==> config.mk <==
export PLATFORM = sky130hd
export DESIGN_NAME = load_store_unit
export DESIGN_NICKNAME = d
export VERILOG_FILES = /design/src/rtl/lsu_pkg.sv /design/src/rtl/lsu_align.sv /design/src/rtl/load_store_unit.sv
export SDC_FILE = /design/constraint.sdc
export NUM_CORES = 1
export LEC_CHECK = 0
export ABC_AREA = 0
export CAP_MARGIN = 20
export CORE_UTILIZATION = 53
export CTS_CLUSTER_SIZE = 10
export DETAILED_ROUTE_END_ITERATION = 16
export HOLD_SLACK_MARGIN = 0.06
export PLACE_DENSITY = 0.87
export SYNTH_ARGS = -nofsm -noshare
export SYNTH_HDL_FRONTEND = slang
export SYNTH_SLANG_ARGS = --single-unit
==> constraint.sdc <==
create_clock -name clk -period 8.97 [get_ports clk]
set_input_delay 1.3455 -clock clk [delete_from_list [all_inputs] [get_ports clk]]
set_output_delay 1.3455 -clock clk [all_outputs]
set_load 0.02 [all_outputs]
==> src/rtl/lsu_pkg.sv <==
// Shared definitions for the load/store unit: funct3 encodings, FSM states, lane widths.
// Latency: n/a (package only).
// Backpressure: n/a (package only).
package lsu_pkg;

   // RISC-V load/store funct3 encodings
   localparam logic [2:0] F3_B  = 3'b000;
   localparam logic [2:0] F3_H  = 3'b001;
   localparam logic [2:0] F3_W  = 3'b010;
   localparam logic [2:0] F3_BU = 3'b100;
   localparam logic [2:0] F3_HU = 3'b101;

   // Byte-within-word index width for a 32-bit word
   localparam int BYTE_LANE_W = 2;

   typedef enum logic [2:0] {
      ST_IDLE   = 3'd0,
      ST_LOAD   = 3'd1,
      ST_RMW_RD = 3'd2,
      ST_STORE  = 3'd3,
      ST_RESP   = 3'd4
   } lsu_state_t;

endpackage

==> src/rtl/lsu_align.sv <==
// Lane alignment for the load/store unit: load extraction/extension, sub-word store merge, fault detect.
// Latency: purely combinational.
// Backpressure: none; evaluated every cycle from whatever request fields the parent selects.
//
// Ports:
//   we        1 = store, 0 = load
//   funct3    access size / sign
//   addr_lo   byte offset within the word
//   mem_word  current memory word at the word-aligned address
//   st_data   right-aligned store data
//   ld_data   extended load value
//   st_word   memory word with the store data merged into the addressed lane
//   fault     misaligned access or funct3 not legal for this direction
module lsu_align
   import lsu_pkg::*;
(
   input  logic                   we,
   input  logic [2:0]             funct3,
   input  logic [BYTE_LANE_W-1:0] addr_lo,
   input  logic [31:0]            mem_word,
   input  logic [31:0]            st_data,
   output logic [31:0]            ld_data,
   output logic [31:0]            st_word,
   output logic                   fault
);

   logic [7:0]  ld_byte;
   logic [15:0] ld_half;
   logic        legal;
   logic        misaligned;

   always_comb begin
      ld_byte = mem_word[{addr_lo, 3'b000} +: 8];
      ld_half = addr_lo[1] ? mem_word[31:16] : mem_word[15:0];

      case (funct3)
         F3_B:    ld_data = {{24{ld_byte[7]}}, ld_byte};
         F3_BU:   ld_data = {24'h0, ld_byte};
         F3_H:    ld_data = {{16{ld_half[15]}}, ld_half};
         F3_HU:   ld_data = {16'h0, ld_half};
         F3_W:    ld_data = mem_word;
         default: ld_data = 32'h0;
      endcase

      // Untouched lanes keep the value read from memory
      st_word = mem_word;
      case (funct3)
         F3_B: st_word[{addr_lo, 3'b000} +: 8] = st_data[7:0];
         F3_H: begin
            if (addr_lo[1]) st_word[31:16] = st_data[15:0];
            else            st_word[15:0]  = st_data[15:0];
         end
         F3_W:    st_word = st_data;
         default: st_word = mem_word;
      endcase

      if (we) legal = (funct3 == F3_B) || (funct3 == F3_H) || (funct3 == F3_W);
      else    legal = (funct3 == F3_B) || (funct3 == F3_H) || (funct3 == F3_W) ||
                      (funct3 == F3_BU) || (funct3 == F3_HU);

      // funct3[1:0] is the size for every legal encoding: 01 = half, 10 = word
      misaligned = ((funct3[1:0] == 2'b01) && addr_lo[0]) ||
                   ((funct3[1:0] == 2'b10) && (addr_lo != 2'b00));

      fault = !legal || misaligned;
   end

endmodule

==> src/rtl/load_store_unit.sv <==
// Load/store unit: one request at a time to a word-wide memory (comb read, sync write), RMW for SB/SH.
// Latency: accept->resp_valid 1 cycle on fault, 2 for loads and SW, 3 for SB/SH.
// Backpressure: req_ready is high only in IDLE; requests seen while busy are ignored, not queued.
//
// Ports:
//   clk, rst                 rising-edge clock, asynchronous active-high reset
//   req_valid/req_ready      request handshake; req_we, req_funct3, req_addr, req_wdata latched on accept
//   resp_valid               one-cycle response strobe; resp_rdata/resp_fault hold until the next response
//   mem_wr_en, mem_addr,     memory write strobe, word-aligned address and full write word
//   mem_wr_data
//   mem_rd_data              combinational read data for mem_addr
module load_store_unit
   import lsu_pkg::*;
#(
   parameter int DATA_WIDTH = 32,
   parameter int ADDR_WIDTH = 32
)(
   input  logic                  clk,
   input  logic                  rst,
   input  logic                  req_valid,
   output logic                  req_ready,
   input  logic                  req_we,
   input  logic [2:0]            req_funct3,
   input  logic [ADDR_WIDTH-1:0] req_addr,
   input  logic [DATA_WIDTH-1:0] req_wdata,
   output logic                  resp_valid,
   output logic [DATA_WIDTH-1:0] resp_rdata,
   output logic                  resp_fault,
   output logic                  mem_wr_en,
   output logic [ADDR_WIDTH-1:0] mem_addr,
   output logic [DATA_WIDTH-1:0] mem_wr_data,
   input  logic [DATA_WIDTH-1:0] mem_rd_data
);

   lsu_state_t state_q, state_d;

   logic                  r_we;
   logic [2:0]            r_funct3;
   logic [ADDR_WIDTH-1:0] r_addr;
   logic [DATA_WIDTH-1:0] r_wdata;

   logic                  idle;
   logic                  al_we;
   logic [2:0]            al_funct3;
   logic [BYTE_LANE_W-1:0] al_addr_lo;
   logic [DATA_WIDTH-1:0] al_st_data;
   logic [DATA_WIDTH-1:0] al_ld_data;
   logic [DATA_WIDTH-1:0] al_st_word;
   logic                  al_fault;

   assign idle = (state_q == ST_IDLE);

   // In IDLE the aligner sees the incoming request so the fault decision is ready at the
   // accept edge; afterwards it works from the latched request. Only registered values
   // reach the mem_* outputs.
   assign al_we      = idle ? req_we                       : r_we;
   assign al_funct3  = idle ? req_funct3                   : r_funct3;
   assign al_addr_lo = idle ? req_addr[BYTE_LANE_W-1:0]    : r_addr[BYTE_LANE_W-1:0];
   assign al_st_data = idle ? req_wdata                    : r_wdata;

   lsu_align u_align (
      .we       (al_we),
      .funct3   (al_funct3),
      .addr_lo  (al_addr_lo),
      .mem_word (mem_rd_data),
      .st_data  (al_st_data),
      .ld_data  (al_ld_data),
      .st_word  (al_st_word),
      .fault    (al_fault)
   );

   assign mem_addr = {r_addr[ADDR_WIDTH-1:2], 2'b00};

   always_comb begin
      state_d    = state_q;
      req_ready  = 1'b0;
      resp_valid = 1'b0;
      mem_wr_en  = 1'b0;
      case (state_q)
         ST_IDLE: begin
            req_ready = 1'b1;
            if (req_valid) begin
               if (al_fault)                  state_d = ST_RESP;
               else if (!req_we)              state_d = ST_LOAD;
               else if (req_funct3 == F3_W)   state_d = ST_STORE;
               else                           state_d = ST_RMW_RD;
            end
         end
         ST_LOAD:   state_d = ST_RESP;
         ST_RMW_RD: state_d = ST_STORE;
         ST_STORE: begin
            mem_wr_en = 1'b1;
            state_d   = ST_RESP;
         end
         ST_RESP: begin
            resp_valid = 1'b1;
            state_d    = ST_IDLE;
         end
         default: state_d = ST_IDLE;
      endcase
   end

   always_ff @(posedge clk or posedge rst) begin
      if (rst) begin
         state_q     <= ST_IDLE;
         r_we        <= 1'b0;
         r_funct3    <= 3'b000;
         r_addr      <= '0;
         r_wdata     <= '0;
         resp_rdata  <= '0;
         resp_fault  <= 1'b0;
         mem_wr_data <= '0;
      end else begin
         state_q <= state_d;
         case (state_q)
            ST_IDLE: begin
               if (req_valid) begin
                  r_we     <= req_we;
                  r_funct3 <= req_funct3;
                  r_addr   <= req_addr;
                  r_wdata  <= req_wdata;
                  if (al_fault) begin
                     resp_rdata <= '0;
                     resp_fault <= 1'b1;
                  end else if (req_we && (req_funct3 == F3_W)) begin
                     mem_wr_data <= req_wdata;
                  end
               end
            end
            ST_LOAD: begin
               resp_rdata <= al_ld_data;
               resp_fault <= 1'b0;
            end
            ST_RMW_RD: mem_wr_data <= al_st_word;
            ST_STORE: begin
               resp_rdata <= '0;
               resp_fault <= 1'b0;
            end
            default: ;
         endcase
      end
   end

endmodule

==> results of run 1 <==
==> layout make-up <==
class                   count  share of cell area
repair buffers            207              0.2105
clock inverters            10             0.01688
well taps                 176             0.02234
inverters                   7            0.004189
flip-flops and latches    136              0.3453
clock buffers              22             0.04709
multi-input cells         493              0.3538
==> power by group <==
| part | internal, uW | total [uW] | switching, uW |
|---|---|---|---|
| Clock | 481 | 748 | 267 |
| Combinational | 931 | 2180 | 1250 |
| Sequential | 911 | 1160 | 248 |
| Total | 2320 | 4080 | 1760 |
==> Yosys cell counts, types with 3 or more instances <==
cell type,number
nor3_1,4
buf_4,35
nand2b_1,3
a31oi_1,18
o211ai_1,20
a21oi_2,11
mux2i_1,10
and3_1,10
nor2_1,50
a21o_1,17
a211oi_1,3
nor2b_1,3
and2_1,3
nand3_1,7
o22ai_1,8
nand2_1,73
a221oi_1,35
ha_1,5
a22oi_1,14
a21oi_1,18
dfrtp_1,136
inv_1,6
mux2_2,66
a221o_1,9
o31a_1,3
o21ai_0,30
nand3b_1,9
nand4_1,3
o21ai_1,6
buf_2,23
o21a_1,8
clkbuf_1,16
buf_6,5
nor3b_1,10
==> cell families (layout without fill, tap and decap cells) <==
| logic type | Yosys count | count (layout) | share of synthesized area |
|---|---|---|---|
| flops | 136 | 136 | 0.4587 |
| buf+inv | 88 | 246 | 0.07285 |
| fa+ha+maj | 5 | 5 | 0.008432 |
| other cells | 1 | 2 | 0.0005054 |
| compound gates | 216 | 216 | 0.2142 |
| simple gates | 191 | 191 | 0.1258 |
| mux | 79 | 79 | 0.1196 |
==> sequential cells by signal, indices dropped and copies added (netlist names) <==
name         count
mem_wr_data     32
r_addr          32
r_funct3         3
r_wdata         32
r_we             1
resp_fault       1
resp_rdata      32
state_q          3
==> final timing paths <==
| check | endpoint | depth (start not counted) | from | slack, ns |
|---|---|---|---|---|
| worst max-delay path | mem_wr_data[22]$_DFFE_PP0P_ | 12 | req_addr[1] | 4.58 |
| worst min-delay path | resp_rdata[28]$_DFFE_PP0P_ | 1 | resp_rdata[28]$_DFFE_PP0P_ | 0.47 |
| worst max register to register | mem_wr_data[22]$_DFFE_PP0P_ | 11 | state_q[1]$_DFFE_PP0P_ | 5.20 |
| worst min register to register | resp_rdata[28]$_DFFE_PP0P_ | 1 | resp_rdata[28]$_DFFE_PP0P_ | 0.47 |
| max in group asynchronous | r_wdata[2]$_DFFE_PP0P_ | 4 | rst | 6.41 |
| min in group asynchronous | mem_wr_data[8]$_DFFE_PP0P_ | 2 | rst | 1.39 |
==> stage by stage <==
| stage | instances | instance area, sq um | setup WS [ns] | utilization |
|---|---|---|---|---|
| 5_1_grt | 1051 | 9857 | 4.405 | 0.7327 |
| 4_1_cts | 1050 | 9829 | 4.699 | 0.7307 |
| 3_5_place_dp | 1018 | 9199 | 4.267 | 0.6838 |
| 2_1_floorplan | 717 | 7423 | 3.985 | - |
| 3_3_place_gp | 1018 | 9199 | 4.413 | 0.6838 |
| 6_report | 1051 | 9857 | 4.583 | 0.7327 |
==> routing by layer <==
layer	vias up	global-route usage	part of all wire
met4	0	0.1412	0.031
met5	-	0	0
met3	71	0.09198	0.090
met2	448	0.5521	0.48
met1	3331	0.4286	0.40
li1	2928	-	-
==> worst max-delay path, cell delays in order <==
cell,delay (ns)
clkdlybuf4s50_1,0.48
nor4b_1,0.20
nor2_1,0.18
buf_4,0.26
ha_1,0.25
nor2b_1,0.18
o211ai_1,0.22
a21oi_4,0.50
or2_1,0.32
buf_4,0.42
o211ai_1,0.17
o21a_1,0.16
==> results.yml, run 1 <==
power_and_ir_drop:
  power.density_nw_per_um2: 414.3
  peakVddDrop_mv: 0.2548
  power.total_uw: 4083
  p_leak_uw: 0.004069
routing:
  antenna_left: 0
  wl_per_cell_um: 22.92
  vias_per_cell: 6.449
  routed_wl_um: 24090
  drtIter0Drc: 717
  dr_total_vias: 6778
  dr.pass1.iters: 6
  drc_errors: 0
die:
  die_h_um: 120.3
  dieArea_sq_um: 14480
  rows: 42
  ios: 203
  die_w_um: 120.3
  core_sq_um: 13450
  start_util: 0.5515
synthesis:
  yosys.area.top_type: "dfrtp_1"
  ys_types: 64
  ys_seq_elements: 136
  netlist_area_sq_um: 7420
  synth_flop_cell: "dfrtp_1"
  async_reset_ff_frac: 1.000
  synth_edf_count: 0
  seq_area_frac_synth: 0.4587
  synth.area.top_cells: "dfrtp_1 (46%), mux2_2 (10%), a221oi_1 (4.1%)"
  yosys_warnings: 0
  netlist_instances: 716
  avgSynthCellArea_sq_um: 10.36
  synth_top_area_frac: 0.4587
cells_and_area:
  register_area_sq_um: 3403
  fillCellCount: 972
  drive_above_1_share: 0.1474
  final_cell_mix: "clkdlybuf4s50_1 (200), dfrtp_1 (136), nand2_1 (73), mux2_2 (66), nor2_1 (50)"
  synthToLayoutAreaGrowth_pct: 32.85
  fin_nets: 970
  layout_commonest_cell: "clkdlybuf4s50_1"
  antennaDiodeCount: 0
  multiInputGateArea_sq_um: 3487
grt:
  grt_pass1_vias: 6797
  grt_max_degree: 85
  antenna_found_initial: 0
  grt_overflow: 0
  grt_pass1_wl_um: 36970
  grt_util_all_layers: 0.3399
sta:
  finalCritPeriodShare: 0.4890
  fin_hold_ws_ns: 0.4748
  finalSetupViolations: 0
  final_max_slew_viol_count: 0
  slew_headroom: 0.2588
  finClkSkew_ns: 0.005704
  tightest_slew_ns: 1.112
  max_freq_mhz: 228.0
  period_needed_ns: 4.387
  rsz0062_at_grt: "no"
  final_hold_viol_count: 0
  fin_setup_tns_ns: 0
run_status:
  status: "complete, no violations"
clock_network:
  postCtsSetupBuffers: 0
  cts_inserted_buffers: 17
  worstSkewPairLatency_ns: 0.43
  htreeDepth: 4
  ctsHoldBuffers: 0
  clock-sinks: 136
  cts_resized: 0
  clk_path_buf_depth: 2
  cts_root_buf: "clkbuf_16"
  clkTransAtPathRegs_ns: 0.06
  cts_tree: "yes"
place:
  routabilityCongestion: 0.9155
  dp_hpwl_um: 17330
  portBuffers: 200
min_path:
  min_path_type: "reg2reg"
worst_setup_path:
  arrival_ns: 4.70
  cp_max_fo: 35
  startpoint_type: "input pin"
  cp-end-kind: "flip-flop"
  path_class: "in2reg"
  worstPathRequired_ns: 9.28
run:
  drv_cap: 0
No activity file was read; power rests on OpenSTA's default activity.
==> inputs of run 2 (changes only) <==
--- a/config.mk
+++ b/config.mk
@@ -7,11 +7,11 @@
 export LEC_CHECK = 0
 export ABC_AREA = 0
 export CAP_MARGIN = 20
-export CORE_UTILIZATION = 53
+export CORE_UTILIZATION = 44
 export CTS_CLUSTER_SIZE = 10
 export DETAILED_ROUTE_END_ITERATION = 16
 export HOLD_SLACK_MARGIN = 0.06
-export PLACE_DENSITY = 0.87
+export PLACE_DENSITY = 0.77
 export SYNTH_ARGS = -nofsm -noshare
 export SYNTH_HDL_FRONTEND = slang
 export SYNTH_SLANG_ARGS = --single-unit
==> constraint.sdc (replaced) <==
create_clock -name clk -period 4 [get_ports clk]
set_input_delay 0.6 -clock clk [delete_from_list [all_inputs] [get_ports clk]]
set_output_delay 0.6 -clock clk [all_outputs]
set_load 0.02 [all_outputs]
==> results.yml, run 2 (synthesized netlist as in run 1, its figures left out) <==
die:
  ios: 203
  start_util: 0.4490
  core_sq_um: 16520
  rows: 47
  dieArea_sq_um: 17390
  die_w_um: 131.9
  die_h_um: 131.9
cells_and_area:
  drive_above_1_share: 0.1565
  layout_commonest_cell: "clkdlybuf4s50_1"
  register_area_sq_um: 3403
  fin_nets: 977
  final_cell_mix: "clkdlybuf4s50_1 (200), dfrtp_1 (136), nand2_1 (73), mux2_2 (66), nor2_1 (50)"
  final_cells: 1102
  multiInputGateArea_sq_um: 3487
  fillCellCount: 1373
  utilization: 0.6013
  antennaDiodeCount: 0
  synthToLayoutAreaGrowth_pct: 33.93
place:
  portBuffers: 200
  dp_hpwl_um: 16070
  pre_cts_slack_ns: 0.2512
  place_inst: 1070
  routabilityCongestion: 0.9323
sta:
  rsz0062_at_grt: "no"
  fin_setup_tns_ns: 0
  period_needed_ns: 3.359
  finalCritPeriodShare: 0.8398
  fin_hold_ws_ns: 0.4768
  tightest_slew_ns: 1.013
  finClkSkew_ns: 0.005762
  max_freq_mhz: 297.7
  finalSetupViolations: 0
  fin_ws_ns: 0.6409
  final_max_slew_viol_count: 0
  slew_headroom: 0.3234
  final_hold_viol_count: 0
grt:
  grt_util_all_layers: 0.2652
  grt_overflow: 0
  grt_max_degree: 137
  antenna_found_initial: 0
  grt_pass1_wl_um: 35490
  grt_pass1_vias: 6425
worst_setup_path:
  arrival_ns: 3.68
  cp_max_fo: 35
  crit_top_cell: "o211ai_1"
  critPathMaxStageDelay_ns: 0.46
  path_class: "in2reg"
  worstPathRequired_ns: 4.32
  crit_slowest_cell: "a21oi_4"
  rrSetupSlack_ns: 0.65
  cp-end-kind: "flip-flop"
  startpoint_type: "input pin"
  crit_path_cell_trace: "clkdlybuf4s50_1, nor4b_1, nor2_1, ha_1, nor2b_1, o211ai_1, a21oi_4, or2_1, buf_4, o211ai_1, o21a_1"
routing:
  dr_total_vias: 6524
  drtIter0Drc: 514
  routed_wl_um: 22440
  wl_per_cell_um: 20.36
  vias_per_cell: 5.920
  antenna_left: 0
  dr.pass1.iters: 5
  drc_errors: 0
clock_network:
  htreeDepth: 4
  cts_resized: 0
  cts_inserted_buffers: 17
  cts_root_buf: "clkbuf_16"
  clkTransAtPathRegs_ns: 0.06
  clock-sinks: 136
  postCtsSetupBuffers: 0
  cts_tree: "yes"
  clk_path_buf_depth: 2
  worstSkewPairLatency_ns: 0.42
  ctsHoldBuffers: 0
power_and_ir_drop:
  peakVddDrop_mv: 0.4837
  p_leak_uw: 0.004083
  power.density_nw_per_um2: 905.6
run_status:
  status: "complete, no violations"
run:
  drv_cap: 0
min_path:
  min_path_type: "reg2reg"
==> run 2: final timing paths <==
kind	startpoint	endpoint	depth (start not counted)
worst min register to register	resp_rdata[25]$_DFFE_PP0P_	resp_rdata[25]$_DFFE_PP0P_	1
min in group asynchronous	rst	resp_rdata[26]$_DFFE_PP0P_	3
worst max register to register	state_q[0]$_DFFE_PP0P_	mem_wr_data[18]$_DFFE_PP0P_	10
worst min-delay path	resp_rdata[25]$_DFFE_PP0P_	resp_rdata[25]$_DFFE_PP0P_	1
max in group asynchronous	rst	r_addr[27]$_DFFE_PP0P_	3
worst max-delay path	req_addr[0]	mem_wr_data[18]$_DFFE_PP0P_	11
==> run 2: metrics by stage <==
stage / instance area, sq um / power [uW]
global route: 9937 / 9506
CTS: 9937 / 8997
global placement: 9340 / 7313
finish: 9937 / 8999
detailed placement: 9340 / 7382
floorplan: 7427 / 5778
==> run 2: cell type report <==
cell class / instances / area share
clock inverters: 12 / 0.01410
flip-flops and latches: 136 / 0.3425
well taps: 220 / 0.02770
repair buffers: 214 / 0.2146
clock buffers: 20 / 0.04596
inverters: 7 / 0.004281
multi-input cells: 493 / 0.3509
==> run 2: per-layer routing <==
| layer | routed length, um | up-vias | global-route usage |
|---|---|---|---|
| met3 | 1988 | 42 | 0.07228 |
| met2 | 10470 | 359 | 0.4127 |
| li1 | - | 2954 | - |
| met1 | 9411 | 3169 | 0.3472 |
| met5 | 0 | - | 0 |
| met4 | 572 | 0 | 0.1150 |
==> run 2: worst max-delay path, delay by kind of cell <==
| kind | cells | cell delay, ns |
|---|---|---|
| adders and majority gates | 1 | 0.27 |
| AOI/OAI and AO/OA | 4 | 0.95 |
| and+or+nand+nor | 4 | 1.00 |
| buffers and inverters | 2 | 0.84 |
==> run 2: report_power, final <==
part | internal, uW | switching (uW)
Clock | 960 | 624
Combinational | 2150 | 2760
Sequential | 2040 | 471
